<file path="src/rtl/fm0_pkg.sv">
// Shared definitions for the FM0 backscatter encoder: state encoding,
// default preamble pattern and pilot length.
package fm0_pkg;

  typedef enum logic [2:0] {
    ST_IDLE,
    ST_PILOT,
    ST_PREAMBLE,
    ST_DATA,
    ST_DUMMY,
    ST_FINISH
  } fm0_state_t;

  localparam int          DEF_PILOT_LEN = 12;
  localparam logic [11:0] DEF_PREAMBLE  = 12'b110100100011;
  localparam int          PREAMBLE_LEN  = 12;

  function automatic int max2(input int a, input int b);
    return (a > b) ? a : b;
  endfunction

endpackage

</file>
<file path="src/rtl/half_tick_gen.sv">
// Samples the divided clock level and flags each edge as a one-cycle
// half-symbol tick.
module half_tick_gen (
  input  logic clock,
  input  logic reset,
  input  logic clk_div,
  output logic tick
);

  logic clk_div_q;

  // Reset level matches the divider's own reset level so no tick fires on release.
  always_ff @(posedge clock or negedge reset) begin
    if (!reset) clk_div_q <= 1'b1;
    else        clk_div_q <= clk_div;
  end

  assign tick = clk_div ^ clk_div_q;

endmodule

</file>
<file path="src/rtl/fm0_encoder.sv">
// FM0 reply-frame encoder: optional pilot tone, preamble, data symbols,
// a trailing dummy data-1 and a return to level 0, paced by half-symbol ticks.
module fm0_encoder
  import fm0_pkg::*;
#(
  parameter int          PILOT_LEN = DEF_PILOT_LEN,
  parameter logic [11:0] PREAMBLE  = DEF_PREAMBLE
) (
  input  logic clock,
  input  logic reset,
  input  logic clk_div,
  input  logic start,
  input  logic trext,
  input  logic in_valid,
  input  logic in_data,
  input  logic in_last,
  output logic in_ready,
  output logic bs_out,
  output logic busy,
  output logic done,
  output logic underrun
);

  localparam int HALF_MAX = 2 * max2(PILOT_LEN, PREAMBLE_LEN);
  localparam int CNT_W    = $clog2(HALF_MAX);
  localparam logic [CNT_W-1:0] PILOT_END = CNT_W'(2 * PILOT_LEN - 1);
  localparam logic [CNT_W-1:0] PRE_END   = CNT_W'(PREAMBLE_LEN - 1);

  fm0_state_t       state, state_nxt;
  logic [CNT_W-1:0] cnt;
  logic             tick;
  logic             bit_q;
  logic             last_q;
  logic [3:0]       pre_idx;

  half_tick_gen u_tick (
    .clock   (clock),
    .reset   (reset),
    .clk_div (clk_div),
    .tick    (tick)
  );

  always_ff @(posedge clock or negedge reset) begin
    if (!reset) state <= ST_IDLE;
    else        state <= state_nxt;
  end

  // In DATA and DUMMY, cnt[0] is the half-symbol phase: 0 = boundary, 1 = mid.
  always_comb begin
    state_nxt = state;
    case (state)
      ST_IDLE:     if (start) state_nxt = trext ? ST_PILOT : ST_PREAMBLE;
      ST_PILOT:    if (tick && cnt == PILOT_END) state_nxt = ST_PREAMBLE;
      ST_PREAMBLE: if (tick && cnt == PRE_END) state_nxt = ST_DATA;
      ST_DATA: begin
        if (tick) begin
          if (!cnt[0]) begin
            if (!in_valid) state_nxt = ST_DUMMY;
          end else if (last_q) begin
            state_nxt = ST_DUMMY;
          end
        end
      end
      ST_DUMMY:    if (tick && cnt[0]) state_nxt = ST_FINISH;
      ST_FINISH:   if (tick) state_nxt = ST_IDLE;
      default:     state_nxt = ST_IDLE;
    endcase
  end

  always_comb begin
    in_ready = tick && (state == ST_DATA) && !cnt[0];
    busy     = (state != ST_IDLE);
  end

  assign pre_idx = 4'(PREAMBLE_LEN - 1) - cnt[3:0];

  always_ff @(posedge clock or negedge reset) begin
    if (!reset) begin
      cnt      <= '0;
      bs_out   <= 1'b0;
      done     <= 1'b0;
      underrun <= 1'b0;
      bit_q    <= 1'b0;
      last_q   <= 1'b0;
    end else begin
      done <= 1'b0;
      if (state == ST_IDLE) begin
        if (start) begin
          underrun <= 1'b0;
          cnt      <= '0;
        end
      end else if (tick) begin
        if (state_nxt != state)
          cnt <= '0;
        else if (state == ST_DATA || state == ST_DUMMY)
          cnt <= {{(CNT_W-1){1'b0}}, ~cnt[0]};
        else
          cnt <= cnt + 1'b1;

        case (state)
          ST_PILOT:    bs_out <= ~bs_out;
          ST_PREAMBLE: bs_out <= PREAMBLE[pre_idx];
          ST_DATA: begin
            if (!cnt[0]) begin
              if (in_valid) begin
                bs_out <= ~bs_out;
                bit_q  <= in_data;
                last_q <= in_last;
              end else begin
                underrun <= 1'b1;
              end
            end else if (!bit_q) begin
              bs_out <= ~bs_out;
            end
          end
          ST_DUMMY:    if (!cnt[0]) bs_out <= ~bs_out;
          ST_FINISH: begin
            bs_out <= 1'b0;
            done   <= 1'b1;
          end
          default: ;
        endcase
      end
    end
  end

endmodule

</file>
<file path="config.mk">
export PLATFORM = sky130hd
export DESIGN_NAME = fm0_encoder
export DESIGN_NICKNAME = d
export VERILOG_FILES = /design/src/rtl/fm0_pkg.sv /design/src/rtl/half_tick_gen.sv /design/src/rtl/fm0_encoder.sv
export SDC_FILE = /design/constraint.sdc
export NUM_CORES = 1
export LEC_CHECK = 0
export ABC_AREA = 1
export BUFFER_PORTS_ARGS = -buffer_cell sky130_fd_sc_hd__buf_2
export CELL_PAD_IN_SITES_DETAIL_PLACEMENT = 1
export CELL_PAD_IN_SITES_GLOBAL_PLACEMENT = 1
export CORE_UTILIZATION = 43
export CTS_BUF_LIST = sky130_fd_sc_hd__clkbuf_16
export DETAILED_ROUTE_END_ITERATION = 10
export PLACE_DENSITY_LB_ADDON = 0.1
export SYNTH_ARGS = -nofsm -noshare
export SYNTH_HDL_FRONTEND = slang
export SYNTH_HIERARCHICAL = 1
export SYNTH_SLANG_ARGS = --single-unit
</file>
<file path="constraint.sdc">
create_clock -name clock -period 2.8 [get_ports clock]
set_input_delay 0.28 -clock clock [delete_from_list [all_inputs] [get_ports clock]]
set_output_delay 0.28 -clock clock [all_outputs]
set_load 0.02 [all_outputs]
</file>
### After elaboration in Yosys (flattened, before gate mapping)

Memories as Yosys holds them, arrays and structs flattened.
Cells that the tools add are included.
Widths: inputs -> output; s select.

* bits in registers: 14
* input bits: 8
* output and inout bits: 5
* memories kept: 1
* bits in read-only memories: 16

Memory list
* (name not given): words 16, bits a word 1, rd ports 1, clocked after memory_dff 0, write ports 0, RTL line fm0_encoder.sv:102 `ST_PREAMBLE: bs_out <= PREAMBLE[pre_idx];`

* eq/ne operators: 14
* add/subtract/negate cells: 2
* mux-type cells: 31
* reductions and logical operators: 16
* $lt $le $gt $ge: 1
* bitwise logic cells: 4

Operators with widths (count)
* $mux 3: 9
* $mux 5: 5
* $pmux 3 s6: 1
* $mux 1: 14
* $reduce_and 5->1: 2
* $eq 3x2->1 const B: 2
* $eq 3x3->1 const B: 2
* $ne 3x3->1 const B: 2
* $reduce_and 6->1: 1
* $add 5x1->5 const B: 1
* $eq 5x4->1 const B: 1
* $eq 5x5->1 const B: 1
* $logic_and 1x1->1: 5
* $lt 4x5->1 const B: 1
* $pmux 1 s5: 1
* $reduce_bool 5->1: 1
* $ne 2x1->1 const B: 2
* $ne 2x2->1 const B: 2
* $reduce_bool 2->1: 2
* $sub 4x4->4 const A: 1
* $eq 3x1->1 const B: 1
* $logic_not 3->1: 1
* $ne 3x3->1: 1
* $not 1->1: 3
* 6 further kinds: 6

### Depth between registers and ports, before layout

Gate-level depths: netlist of run 1.

* word-level depth: 8
* gate-level depth with buffers: 12
* depth with buffers taken out: 12

### By module

Netlist of run 1, hierarchy kept.

By module, submodules not included
* fm0_encoder: cells an instance 120, area each 880.8 sq um, instances 1
* half_tick_gen: cells an instance 6, area each 45.0 sq um, instances 1

### Worst setup path before layout of run 1

No wires, ideal clock.

* path type: flip-flop to flip-flop
* start: register u_tick.clk_div_q
* end: register bit_q
* arrival time: 1595 ps
* path slack: 1080 ps
* data required time: 2675 ps
* cell stages (with the launch flop): 7
* library setup time: 125 ps
* cells stage by stage: dfstp_2 -> nand2_1 -> nand2_1 -> inv_1 -> nor3_2 -> nand2_1 -> mux2_2

* cells in the longest elaborated chain, start to end: 2

RTL lines
* from (decl): RTL line half_tick_gen.sv:10 `logic clk_div_q;`
* from (signal assigned): RTL line half_tick_gen.sv:15 `else clk_div_q <= clk_div;`
* $xor 1x1->1: RTL line half_tick_gen.sv:18 `assign tick = clk_div ^ clk_div_q;`
* named net tick: RTL line fm0_encoder.sv:31 `logic tick;`
* $reduce_and 5->1 (no source line)
* to (signal assigned): RTL line fm0_encoder.sv:107 `bit_q <= in_data;`
* to (decl): RTL line fm0_encoder.sv:32 `logic bit_q;`

The timed path passes the listed nets, and every way through them passes these cells.
A chain may end at the register's enable or synchronous reset.

### Worst setup path after layout of run 1

* start: register u_tick.clk_div_q
* end: output port in_ready

* cells in the longest elaborated chain, start to end: 3

RTL lines
* $xor 1x1->1: RTL line half_tick_gen.sv:18
* named net tick: RTL line fm0_encoder.sv:31
* $logic_and 1x1->1 (2 in a row): RTL line fm0_encoder.sv:71 `in_ready = tick && (state == ST_DATA) && !cnt[0];`
* to (decl): RTL line fm0_encoder.sv:17 `output logic in_ready,`

The timed path passes the listed nets, and every way through them passes these cells.

==> results of run 1 <==
-- repair_timing --
item,CTS,global route
hold buffers,1,0
buffers inserted,0,0
hold endpoints to repair,13,0
-- worst register-to-register path: stages, from the launching register on --
cell	delay [ns]
dfstp_2	0.53
nand2_1	0.05
nand2_1	0.24
nand2_1	0.12
nor2_1	0.19
inv_1	0.07
nand2_1	0.07
nand2_1	0.06
nor2_1	0.14
o21ai_1	0.14
nand3_2	0.13
a21oi_1	0.08
-- routing by layer --
metal | vias to the layer above | GRT usage | part of all wire
li1 | 437 | - | -
met3 | 9 | 0.06289 | 0.033
met4 | 0 | 0.1127 | 0.020
met1 | 457 | 0.2843 | 0.43
met2 | 16 | 0.4812 | 0.51
met5 | - | 0 | 0
-- layout by cell type, fill, tap and decap left out, types with 2 or more instances in the layout --
cell and n:
dfrtp_1 13, nand3_1 7, inv_2 2, clkbuf_16 3, o21ai_1 3, ha_1 6, mux2_2 2, inv_1 16
nand2_1 32, nand4_1 3, buf_2 12, o21ai_0 3, xor2_1 3, nor2_1 17, nor3_1 2, a21oi_1 8
-- power groups by stage --
stage	clock (mW)	sequential (mW)	combinational [mW]
floorplan	0	0.353	0.396
global placement	0	0.367	0.513
detailed placement	0	0.372	0.541
CTS	0.274	0.372	0.554
global route	0.287	0.385	0.616
finish	0.276	0.373	0.553
-- logic make-up after synthesis --
kind of cell    after synthesis  synth area share
flops                        14            0.3797
mux                           2           0.02432
simple gates                 65            0.3027
fa+ha+maj                     6           0.08108
compound gates               18            0.1095
xor+xnor                      3           0.02838
buf+inv                      18           0.07432
-- state kept, by name, indices dropped and copies added, names as in the netlist --
name and count:
cnt 5, state 3, bit_q 1, bs_out 1, done 1, last_q 1
u_tick/clk_div_q 1, underrun 1
-- final cells by class --
cell class | count | area, um^2
fillers | 262 | 898.4
multi-input cells | 94 | 505.5
flip-flops and latches | 14 | 351.6
clock buffers | 3 | 75.07
repair buffers | 13 | 70.07
inverters | 17 | 63.81
well taps | 27 | 33.78
clock inverters | 1 | 3.754
-- metrics by stage --
| stage | instances | utilization | setup WS (ns) | hold WS [ns] |
|---|---|---|---|---|
| 2_1_floorplan | 126 | - | 1.080 | -0.01559 |
| 3_3_place_gp | 164 | 0.5069 | 1.126 | 0.1981 |
| 3_5_place_dp | 164 | 0.5069 | 1.036 | 0.2054 |
| 4_1_cts | 169 | 0.5513 | 0.8448 | 0.1557 |
| 5_1_grt | 169 | 0.5513 | 0.7342 | 0.1521 |
| 6_report | 169 | 0.5513 | 0.8422 | 0.1544 |
-- final timing paths --
| path | from | to | cells after the start |
|---|---|---|---|
| worst max-delay path | u_tick/clk_div_q | in_ready | 5 |
| worst min register to register | bs_out | bs_out | 2 |
| max in group asynchronous | reset | u_tick/clk_div_q | 2 |
| worst min-delay path | clk_div | u_tick/clk_div_q | 1 |
| min in group asynchronous | reset | state[2] | 2 |
| worst max register to register | u_tick/clk_div_q | cnt[2] | 11 |
==> implementation parameters, run 1 <==
Parameter                              Value

Status
  Run status ... finished, final reports clean

Final layout
  Post-layout net count ... around 160
  Post-Layout Inst Area ... about 1100 um^2
  Total inserted antenna cells ... 0
  Share of post-route cells with drive strength above 1 ... 0.1831
  Syn-to-layout area delta ... 19.19%

Timing
  Share of the clock period used by the worst path ... 0.6992
  Setup TNS Final ... 0 ns
  Fmax achieved ... about 510 MHz
  Transition time at the pin with the least slew margin ... between 0.4 and 0.5 ns
  Time the final worst path needs with I/O delays and setup ... a little under 2 ns
  Total count of max-transition violations in the final report ... 0
  Skew final ... about 0.005 ns
  Endpoints failing hold ... 0
  Number of endpoints failing setup at the final stage ... 0
  Worst-case headroom to the max-slew limit ... 0.7163
  Setup repair after global routing missed its margin ... false

Synthesis
  Top-count cell post-synth ... nand2_1
  Most frequently used flop master after synthesis ... dfrtp_1
  Fraction of post-synthesis cell area in the top cell type by area ... 0.3514
  Cell types occupying the most area after synthesis ... dfrtp_1 (35%), nand2_1 (13%), ha_1 (8.1%)
  Share of the yosys chip area belonging to registers ... 0.3797
  Post-Synthesis Cell Area ... about 930 um^2
  Leading post-synthesis cells by instance count ... nand2_1 (32), nor2_1 (17), inv_1 (15)
  Syn_area_per_cell ... between 7 and 8 um^2
  Proportion of synthesized flip-flops having asynchronous set or reset ... 1.000
  Largest area contributor in the netlist ... dfrtp_1
  Post-Syn Instances ... ~130
  Synth unique cells ... 24
  Post-synth EDFFs ... 0
  Number of warnings printed during yosys synthesis ... 6
  Yosys reg bits ... 14
  Post-Syn Nets ... 140

GRT
  Pin count of the biggest net entering global routing ... 15
  Congestion Overflow GR ... 0
  First-pass GRT wire length ... between 4000 and 5000 um
  Number of antenna violations at the first check in global routing ... 0
  Via count of the first global-routing pass ... around 1.0k
  All-Layer GR Usage ... 0.2619

Routing
  Drt initial violations ... 8
  Post-DR wirelength/cell ... 15.89 um
  Detailed-route via count ... slightly above 900
  Initial DRT Pass Iterations ... 4
  Post-Route WL ... approximately 2700 um
  Number of vias per cell ... approximately 5.4
  Post-route DRC ... 0
  Count of antenna-violating nets left after detailed routing ... 0

Power and ir drop
  Net switching power of the design ... 0.5610 mW
  Switching Fraction ... 0.4663
  Max rail drop VDD ... ~0.00043 V
  Pwr/cell area ... 1090 nW/um^2
  Clock network fraction of total power ... 0.230
  Leakage dissipation ... 0.5617 nW
  Fraction of power consumed by combinational cells ... 0.460
  Part of the total power dissipated in sequential elements ... 0.310
  Power Internal ... between 0.6 and 0.7 mW
  Design Power ... 1.203 mW

Critical path
  Crit-path leading delay family ... simple AND/OR/NAND/NOR gates
  Crit path max-delay cell type ... dfstp_2
  Worst EP arrival ... between 1.5 and 2 ns
  Worst Setup End Kind ... primary output
  Crit-path most repeated cell ... nand2_1
  Highest cell delay on the worst timing path ... 0.53 ns
  Reg-to-reg slack, setup ... just under 0.9 ns
  Crit path buf inv count ... 2
  Critical path type ... flip-flop to primary output
  Worst path cell trace ... nand2_1 -> nand2_1 -> inv_1 -> nor3_2 -> buf_2
  Crit path max fanout ... 6
  Required time at the endpoint of the critical path ... around 2.5 ns
  Startpoint type of the worst setup path ... flip-flop

Placement
  Gpl congestion ... 0.8470
  Final HPWL from detailed placement ... 1850 um
  Area post-placement ... ~1000 um^2
  # port buffers ... 12

Clock network
  CTS max path bufs ... 2
  Worst skew pair latency ... ~0.25 ns
  Clock input transition at the sequential cells of the worst setup and hold paths ... roughly 0.050 ns
  H-tree depth ... 1
  Post-cts gate resize count ... 0
  Sink count of the clock tree ... 14
  Clk root buf ... clkbuf_16
  Clock tree from TritonCTS ... built
  Cts bufs inserted ... 3

Floorplan
  Count of pins on the block boundary ... 13
  Core Area ... about 2000 um^2
  Horizontal extent of the die ... about 48 um
  FP Rows ... 16
  Die Y-Extent ... about 48 um
  Overall die area ... 2343 um^2
  Starting density of the core ... 0.4625

Job
  Max-cap violation count ... 0

Worst hold path
  Hold Path Class ... primary input to flip-flop
Note: power is estimated with default switching activity, not from simulation.
==> run 2: changes to the inputs <==
ABC_AREA = 0   (was 1)
clock period = 2.1 ns   (was 2.8 ns; I/O delays follow)
==> run 2 against run 1 <==
Cell count decreased by 11%. Highest routed layer unchanged. Register-to-register slack lost 0.78 ns. Clock skew fell by 0.0026 ns. Setup slack lost 0.75 ns. Sequential power up 29%. Synthesized area up 13%. Largest cell class unchanged. Total power increased by 36%. Non-clock buffer count up 3.
==> implementation parameters, run 2 <==
Parameter                              Value

Synthesis
  Top-count cell post-synth ... dfrtp_1 (was nand2_1)
  Largest area contributor in the netlist ... dfrtp_1 (unchanged)
  Syn_area_per_cell ... 9.752 um^2 (was 7.348 um^2)
  Post-Synthesis Cell Area ... 1044 um^2 (was 925.9 um^2)
  Synth unique cells ... 47 (was 24)
  Fraction of post-synthesis cell area in the top cell type by area ... 0.3118 (was 0.3514)
  Post-Syn Instances ... 107 (was 126)
  Post-Syn Nets ... 121 (was 140)
  Post-synth EDFFs ... 0 (unchanged)
  Leading post-synthesis cells by instance count ... dfrtp_1 (13), nand2_1 (9), ha_1 (6), inv_1 (6), a22o_1 (5) (was nand2_1 (32), nor2_1 (17), inv_1 (15))
  Cell types occupying the most area after synthesis ... dfrtp_1 (31%), ha_1 (7.2%), a22o_1 (4.2%) (was dfrtp_1 (35%), nand2_1 (13%), ha_1 (8.1%))
  Yosys reg bits ... 14 (unchanged)
  Most frequently used flop master after synthesis ... dfrtp_1 (unchanged)
  Number of warnings printed during yosys synthesis ... 6 (unchanged)
  Share of the yosys chip area belonging to registers ... 0.3369 (was 0.3797)
  Proportion of synthesized flip-flops having asynchronous set or reset ... 1.000 (unchanged)

Clock network
  Worst skew pair latency ... 0.24 ns (was 0.25 ns)
  Sink count of the clock tree ... 14 (unchanged)
  CTS max path bufs ... 2 (unchanged)
  Clock tree from TritonCTS ... built (unchanged)
  Clock input transition at the sequential cells of the worst setup and hold paths ... 0.05 ns (about the same)
  H-tree depth ... 1 (unchanged)
  Clk root buf ... clkbuf_16 (unchanged)
  Cts bufs inserted ... 3 (unchanged)
  Buffer count from post-CTS setup fixing ... 0 (unchanged)

Routing
  Initial DRT Pass Iterations ... 4 (unchanged)
  Detailed route wirelength on metal2 ... 1224 um (was 1381 um)
  Routed met1 length ... 1272 um (was 1160 um)
  Drt initial violations ... 14 (was 8)
  Post-DR wirelength/cell ... 17.35 um (was 15.89 um)
  Count of antenna-violating nets left after detailed routing ... 0 (unchanged)
  Met3 routed wirelength ... 68 um (was 89 um)
  Post-route DRC ... 0 (unchanged)
  Uppermost layer routed ... met4 (unchanged)
  Post-Route WL ... 2603 um (was 2685 um)
  Detailed-route via count ... 885 (was 919)
  Number of vias per cell ... 5.900 (was 5.438)

Critical path
  Startpoint type of the worst setup path ... flip-flop (unchanged)
  Highest cell delay on the worst timing path ... 0.47 ns (was 0.53 ns)
  Reg-to-reg slack, setup ... 0.1 ns (was 0.88 ns)
  Worst Setup End Kind ... flip-flop (was primary output)
  Required time at the endpoint of the critical path ... 2.28 ns (was 2.52 ns)
  Critical path type ... flip-flop to flip-flop (was flip-flop to primary output)
  Worst EP arrival ... 2.18 ns (was 1.68 ns)
  Crit path max fanout ... 6 (unchanged)
  Crit path max-delay cell type ... dfrtp_1 (was dfstp_2)
  Worst path cell trace ... inv_1 -> ha_1 -> and3b_1 -> a32oi_1 -> nand2_1 -> o41ai_1 -> a22o_1 (was nand2_1 -> nand2_1 -> inv_1 -> nor3_2 -> buf_2)

Timing
  Share of the clock period used by the worst path ... 0.9540
  Setup repair after global routing missed its margin ... true (was false)
  Endpoints failing hold ... 0 (unchanged)
  Skew final ... 0.002257 ns (was 0.004906 ns)
  Time the final worst path needs with I/O delays and setup ... approximately 2.0 ns
  Transition time at the pin with the least slew margin ... 0.5727 ns (was 0.4240 ns)
  Worst-case hold slack ... 0.08381 ns (was 0.1544 ns)
  Worst-case headroom to the max-slew limit ... 0.6129 (was 0.7163)
  Number of endpoints failing setup at the final stage ... 0 (unchanged)
  Fmax achieved ... around 500 MHz
  Total count of max-transition violations in the final report ... 0 (unchanged)

Power and ir drop
  Pwr/cell area ... 1345 nW/um^2 (was 1090 nW/um^2)
  Max rail drop VDD ... 0.0006911 V (was 0.0004300 V)
  Design Power ... 1.635 mW (was 1.203 mW)
  Leakage dissipation ... 0.5621 nW (was 0.5617 nW)

Floorplan
  Horizontal extent of the die ... 51.26 um (was 48.40 um)
  Count of pins on the block boundary ... 13 (unchanged)
  Starting density of the core ... 0.4628 (was 0.4625)
  FP Rows ... 17 (was 16)
  Overall die area ... 2628 um^2 (was 2343 um^2)
  Core Area ... 2255 um^2 (was 2002 um^2)
  Die Y-Extent ... 51.26 um (was 48.40 um)

GRT
  Number of antenna violations at the first check in global routing ... 0 (unchanged)
  First-pass GRT wire length ... 4291 um (was 4657 um)
  All-Layer GR Usage ... 0.2281 (was 0.2619)
  Via count of the first global-routing pass ... 878 (was 1019)
  Pin count of the biggest net entering global routing ... 15 (unchanged)
  Congestion Overflow GR ... 0 (unchanged)

Final layout
  Multi-input gate area in the final layout ... 635.6 um^2 (was 505.5 um^2)
  Most common cell after layout, fill and taps aside ... dfrtp_1 (was nand2_1)
  Final Core Density ... 0.5394 (was 0.5513)
  Post-layout net count ... 137 (was 157)
  Most used cells in the layout excluding fill and tap cells ... dfrtp_1 (13), buf_2 (12), nand2_1 (9) (was nand2_1 (32), nor2_1 (17), inv_1 (16))
  Storage element area ... 351.6 um^2 (unchanged)
  Number of inserted filler cells in the final layout ... 271 (was 262)
  Total inserted antenna cells ... 0 (unchanged)
  Share of post-route cells with drive strength above 1 ... 0.2623 (was 0.1831)
  Flip-flop count of the largest register, all copies and words added ... 5 (unchanged)
  Register with the most flip-flops ... cnt (unchanged)
  Syn-to-layout area delta ... 16.55% (was 19.19%)
  Top flop regs ... cnt: 5 flops, state: 3 flops (unchanged)

Status
  Run status ... finished, final reports clean (unchanged)

Job
  Max-cap violation count ... 0 (unchanged)

Placement
  Final HPWL from detailed placement ... 1948 um (was 1850 um)
  Gpl congestion ... 0.8867 (was 0.8470)
  # port buffers ... 12 (unchanged)

Worst hold path
  Hold Path Class ... primary input to flip-flop (unchanged)
## run 2: cell types whose count changed in the layout (fill, tap and decap cells not counted), sizes merged, moves of 3 or more
cell   before  now
a21oi       9    5
a22o        0    5
and3        0    3
buf        12   15
inv        18    7
nand2      33   11
nand3       8    4
nand4       3    0
nor2       18    3
o41ai       0    3
## run 2: power breakdown
group / leakage [nW] / internal [mW] / switching [mW]
Clock: 0.0423 / 0.252 / 0.111
Combinational: 0.340 / 0.341 / 0.449
Sequential: 0.180 / 0.354 / 0.129
Total: 0.562 / 0.947 / 0.688
## run 2: kinds of logic (layout without fill, tap and decap cells)
kind of cell,Yosys count,count (layout),synth area share
buf+inv,11,26,0.06594
fa+ha+maj,6,6,0.07194
simple gates,40,40,0.2398
mux,4,4,0.04077
xor+xnor,1,1,0.008395
flops,14,14,0.3369
compound gates,31,31,0.2362
## run 2: area by class of cell
cell class	count	area share
inverter	6	0.01852
multi-input combinational	82	0.5226
tap	28	0.02881
sequential	14	0.2891
clock inverter	1	0.003086
timing repair buffer	16	0.07613
clock buffer	3	0.06173
## run 2: worst max-delay path: cells and delay by family (launching register included)
kind,cells,cell delay [ns]
compound gates,3,0.81
fa+ha+maj,1,0.21
flops,1,0.47
simple gates,2,0.35
buf+inv,1,0.10
## run 2: metrics by stage
stage,worst slack (ns),setup TNS (ns),area [um^2],std cells
CTS,0.09313,0,1204,150
global route,-0.03130,-0.04921,1216,150
global placement,0.1530,0,1115,145
detailed placement,0.1144,0,1115,145
finish,0.09667,0,1216,150
floorplan,0.1667,0,1044,107
## run 2: layer usage
layer  global-route usage  vias to the layer above
met3              0.03571                        5
li1                     -                      422
met4              0.09910                        0
met1               0.3107                      441
met5                    0                        -
met2               0.3553                       17
## run 2: what timing repair did
| action | 4_1_cts | 5_1_grt |
|---|---|---|
| hold buffers | 1 | 0 |
| endpoints found under the hold margin | 13 | 0 |
| resized for setup | 0 | 2 |
| endpoints found under the setup margin | 0 | 5 |
## run 2: final timing paths
kind	cells after the start	end	startpoint
setup / recovery	7	cnt[3]	cnt[2]
hold / removal	1	u_tick/clk_div_q	clk_div
setup reg to reg	7	cnt[3]	cnt[2]
hold reg to reg	1	bit_q	bit_q
max in group asynchronous	2	u_tick/clk_div_q	reset
min in group asynchronous	2	cnt[3]	reset
==> run 3: changes to the inputs <==
CORE_MARGIN = 2   (was unset)
CORE_UTILIZATION = 39   (was 43)
HOLD_SLACK_MARGIN = 0.15   (was unset)
clock period = 1.71 ns   (was 2.1 ns; I/O delays follow)
==> run 3 against run 2 <==
The flow now finishes with violations (negative setup slack). Largest cell class unchanged. Clock-buffer cell count stayed put. Critical endpoint is now in_ready. Clock power increased by 28%. Global-route usage decreased by 0.58 points. Via count grew 14%. Critical path type is now flip-flop to primary output. Flip-flop and latch count did not move. Highest routed layer unchanged. Cell area increased by 23%.
==> implementation parameters, run 3 (synthesis results as in run 2) <==
Parameter                              Value

Critical path
  Termination of the worst setup path ... in_ready (was cnt[3])
  Worst flop-to-flop path startpoint ... u_tick/clk_div_q (was cnt[2])
  Critical path type ... flip-flop to primary output (was flip-flop to flip-flop)
  Startpoint type of the worst setup path ... flip-flop (unchanged)
  Crit path max fanout ... 5 (was 6)
  Critical Path Source ... u_tick/clk_div_q (was cnt[2])
  Crit Reg-Reg Endpoint ... cnt[3] (unchanged)
  Required time at the endpoint of the critical path ... 1.54 ns (was 2.28 ns)
  Crit path buf inv count ... 4 (was 1)
  Crit-path leading delay family ... buffers and inverters (was compound AO/OA/AOI/OAI gates)
  Depth of the worst register-to-register path ... 6 (was 7)
  Reg-to-reg slack, setup ... -0.19 ns (was 0.1 ns)
  Worst EP arrival ... 1.74 ns (was 2.18 ns)
  Worst path cell trace ... xor2_2 -> buf_4 -> nand2_2 -> buf_4 -> nor3_4 -> buf_4 -> buf_6 (was inv_1 -> ha_1 -> and3b_1 -> a32oi_1 -> nand2_1 -> o41ai_1 -> a22o_1)
  Levels on crit path ... 7 (unchanged)
  Worst Setup End Kind ... primary output (was flip-flop)
  Crit-path most repeated cell ... buf_4
  Highest cell delay on the worst timing path ... 0.54 ns (was 0.47 ns)
  Crit path max-delay cell type ... dfstp_2 (was dfrtp_1)

Final layout
  Top flop regs ... cnt: 5 flops, state: 3 flops (unchanged)
  Total inserted antenna cells ... 0 (unchanged)
  Final Core Density ... 0.5981 (was 0.5394)
  Share of post-route cells with drive strength above 1 ... 0.4658 (was 0.2623)
  Syn-to-layout area delta ... 43.28% (was 16.55%)
  Most common cell after layout, fill and taps aside ... buf_4 (was dfrtp_1)
  Post-layout net count ... 161 (was 137)
  Flip-flop count of the largest register, all copies and words added ... 5 (unchanged)
  Register with the most flip-flops ... cnt (unchanged)
  Most used cells in the layout excluding fill and tap cells ... buf_4 (23), dfrtp_1 (13), buf_2 (11) (was dfrtp_1 (13), buf_2 (12), nand2_1 (9))

GRT
  Fraction of met2 tracks used by global routing ... 0.3861 (was 0.3553)
  Congestion Overflow GR ... 0 (unchanged)
  Met1 track demand over resource ... 0.2652 (was 0.3107)
  First-pass GRT wire length ... 5306 um (was 4291 um)
  All-Layer GR Usage ... 0.2223 (was 0.2281)
  Met3 track utilization from global routing ... 0.04186 (was 0.03571)
  Pin count of the biggest net entering global routing ... 15 (unchanged)
  Via count of the first global-routing pass ... 1083 (was 878)
  Number of antenna violations at the first check in global routing ... 0 (unchanged)
  Gr busiest metal ... met2 (unchanged)

Floorplan
  Starting density of the core ... 0.4174 (was 0.4628)
  Count of pins on the block boundary ... 13 (unchanged)
  Die Y-Extent ... 55.73 um (was 51.26 um)
  Overall die area ... 3105 um^2 (was 2628 um^2)
  Core Area ... 2500 um^2 (was 2255 um^2)
  Horizontal extent of the die ... 55.73 um (was 51.26 um)
  FP Rows ... 18 (was 17)

Clock network
  Cts bufs inserted ... 3 (unchanged)
  Clk root buf ... clkbuf_16 (unchanged)
  Clock tree from TritonCTS ... built (unchanged)
  H-tree depth ... 1 (unchanged)
  CTS max path bufs ... 2 (unchanged)
  Worst skew pair latency ... 0.25 ns (was 0.24 ns)
  Sink count of the clock tree ... 14 (unchanged)
  Clock input transition at the sequential cells of the worst setup and hold paths ... 0.05 ns (about the same)

Placement
  Minimum setup slack after placement ... -0.1864 ns (was 0.1144 ns)
  # port buffers ... 12 (unchanged)
  Gpl congestion ... 0.8379 (was 0.8867)
  Final HPWL from detailed placement ... 2242 um (was 1948 um)

Timing
  Number of endpoints failing setup at the final stage ... 9 (was 0)
  Transition time at the pin with the least slew margin ... 0.5955 ns (was 0.5727 ns)
  Skew final ... 0.01191 ns (was 0.002257 ns)
  Endpoints failing hold ... 0 (unchanged)
  Share of the clock period used by the worst path ... 1.117
  Fmax achieved ... roughly 520 MHz
  Setup repair after global routing missed its margin ... true (unchanged)
  Total count of max-transition violations in the final report ... 0 (unchanged)
  Worst-case headroom to the max-slew limit ... 0.5974 (was 0.6129)
  Final worst slack ... -0.1997 ns (was 0.09667 ns)
  Time the final worst path needs with I/O delays and setup ... between 1.5 and 2 ns

Routing
  Count of antenna-violating nets left after detailed routing ... 0 (unchanged)
  Drt initial violations ... 22 (was 14)
  Post-DR wirelength/cell ... 18.82 um (was 17.35 um)
  Initial DRT Pass Iterations ... 4 (unchanged)
  Number of vias per cell ... 5.710 (was 5.900)
  Detailed-route via count ... 1005 (was 885)
  Post-Route WL ... 3313 um (was 2603 um)
  Post-route DRC ... 0 (unchanged)

Power and ir drop
  Part of the total power dissipated in sequential elements ... 0.207 (was 0.295)
  Power Internal ... 1.472 mW (was 0.9467 mW)
  Net switching power of the design ... 1.029 mW (was 0.6885 mW)
  Switching Fraction ... 0.4113 (was 0.4210)
  Pwr/cell area ... 1673 nW/um^2 (was 1345 nW/um^2)
  Leakage dissipation ... 0.6949 nW (was 0.5621 nW)
  Max rail drop VDD ... 0.0009057 V (was 0.0006911 V)
  Clock network fraction of total power ... 0.186 (was 0.222)
  Fraction of power consumed by combinational cells ... 0.608 (was 0.484)

Job
  Max-cap violation count ... 0 (unchanged)

Status
  Violated checks ... negative setup slack
  Run status ... finished with violations (was finished, final reports clean)

Worst hold path
  Hold Path Class ... primary input to flip-flop (unchanged)
  Cell depth of the worst hold path ... 2 (was 1)
run 3: worst min path at each step:
stage | from | to | slack [ns]
2_1_floorplan | reset | bit_q | -0.12
3_3_place_gp | reset | state[1] | 0.09
3_5_place_dp | reset | state[1] | 0.1
4_1_cts | clk_div | u_tick/clk_div_q | 0.17
5_1_grt | clk_div | u_tick/clk_div_q | 0.18
6_report | clk_div | u_tick/clk_div_q | 0.18
run 3: repair_timing:
item                                    4_1_cts  5_1_grt
pin swaps                                     1        2
hold buffers                                  3        0
endpoints found under the setup margin        8       10
resized for setup                             8       15
buffers inserted                              1        4
endpoints found under the hold margin        16        0
run 3: power by group through the flow:
stage / registers (mW) / logic (mW) / clock network [mW]
3_3_place_gp: 0.513 / 1.21 / 0
3_5_place_dp: 0.517 / 1.24 / 0
4_1_cts: 0.513 / 1.30 / 0.463
6_report: 0.517 / 1.52 / 0.464
2_1_floorplan: 0.546 / 0.781 / 0
5_1_grt: 0.534 / 1.64 / 0.495
run 3: layout make-up:
class	instances	area (um^2)
well taps	30	37.54
inverters	6	27.53
flip-flops and latches	14	351.6
repair buffers	40	295.3
clock buffers	3	75.07
clock inverters	1	3.754
fillers	291	1005
multi-input cells	82	704.4
run 3: metrics by stage:
| step | instance area, um^2 | hold slack [ns] | power [mW] | instances | TNS, ns |
|---|---|---|---|---|---|
| after floorplan | 1055 | -0.1246 | 1.326 | 107 | -0.9586 |
| after global placement | 1256 | 0.08932 | 1.723 | 164 | -1.045 |
| after detailed placement | 1256 | 0.09632 | 1.761 | 164 | -1.157 |
| after CTS | 1401 | 0.1672 | 2.273 | 172 | -0.9970 |
| after global routing | 1495 | 0.1794 | 2.672 | 176 | -2.132 |
| final | 1495 | 0.1774 | 2.501 | 176 | -1.287 |
run 3: metal layers:
layer | vias to the layer above | part of all wire
met4 | 0 | 0.018
met2 | 19 | 0.51
met5 | - | 0
met1 | 508 | 0.43
met3 | 9 | 0.038
li1 | 469 | -
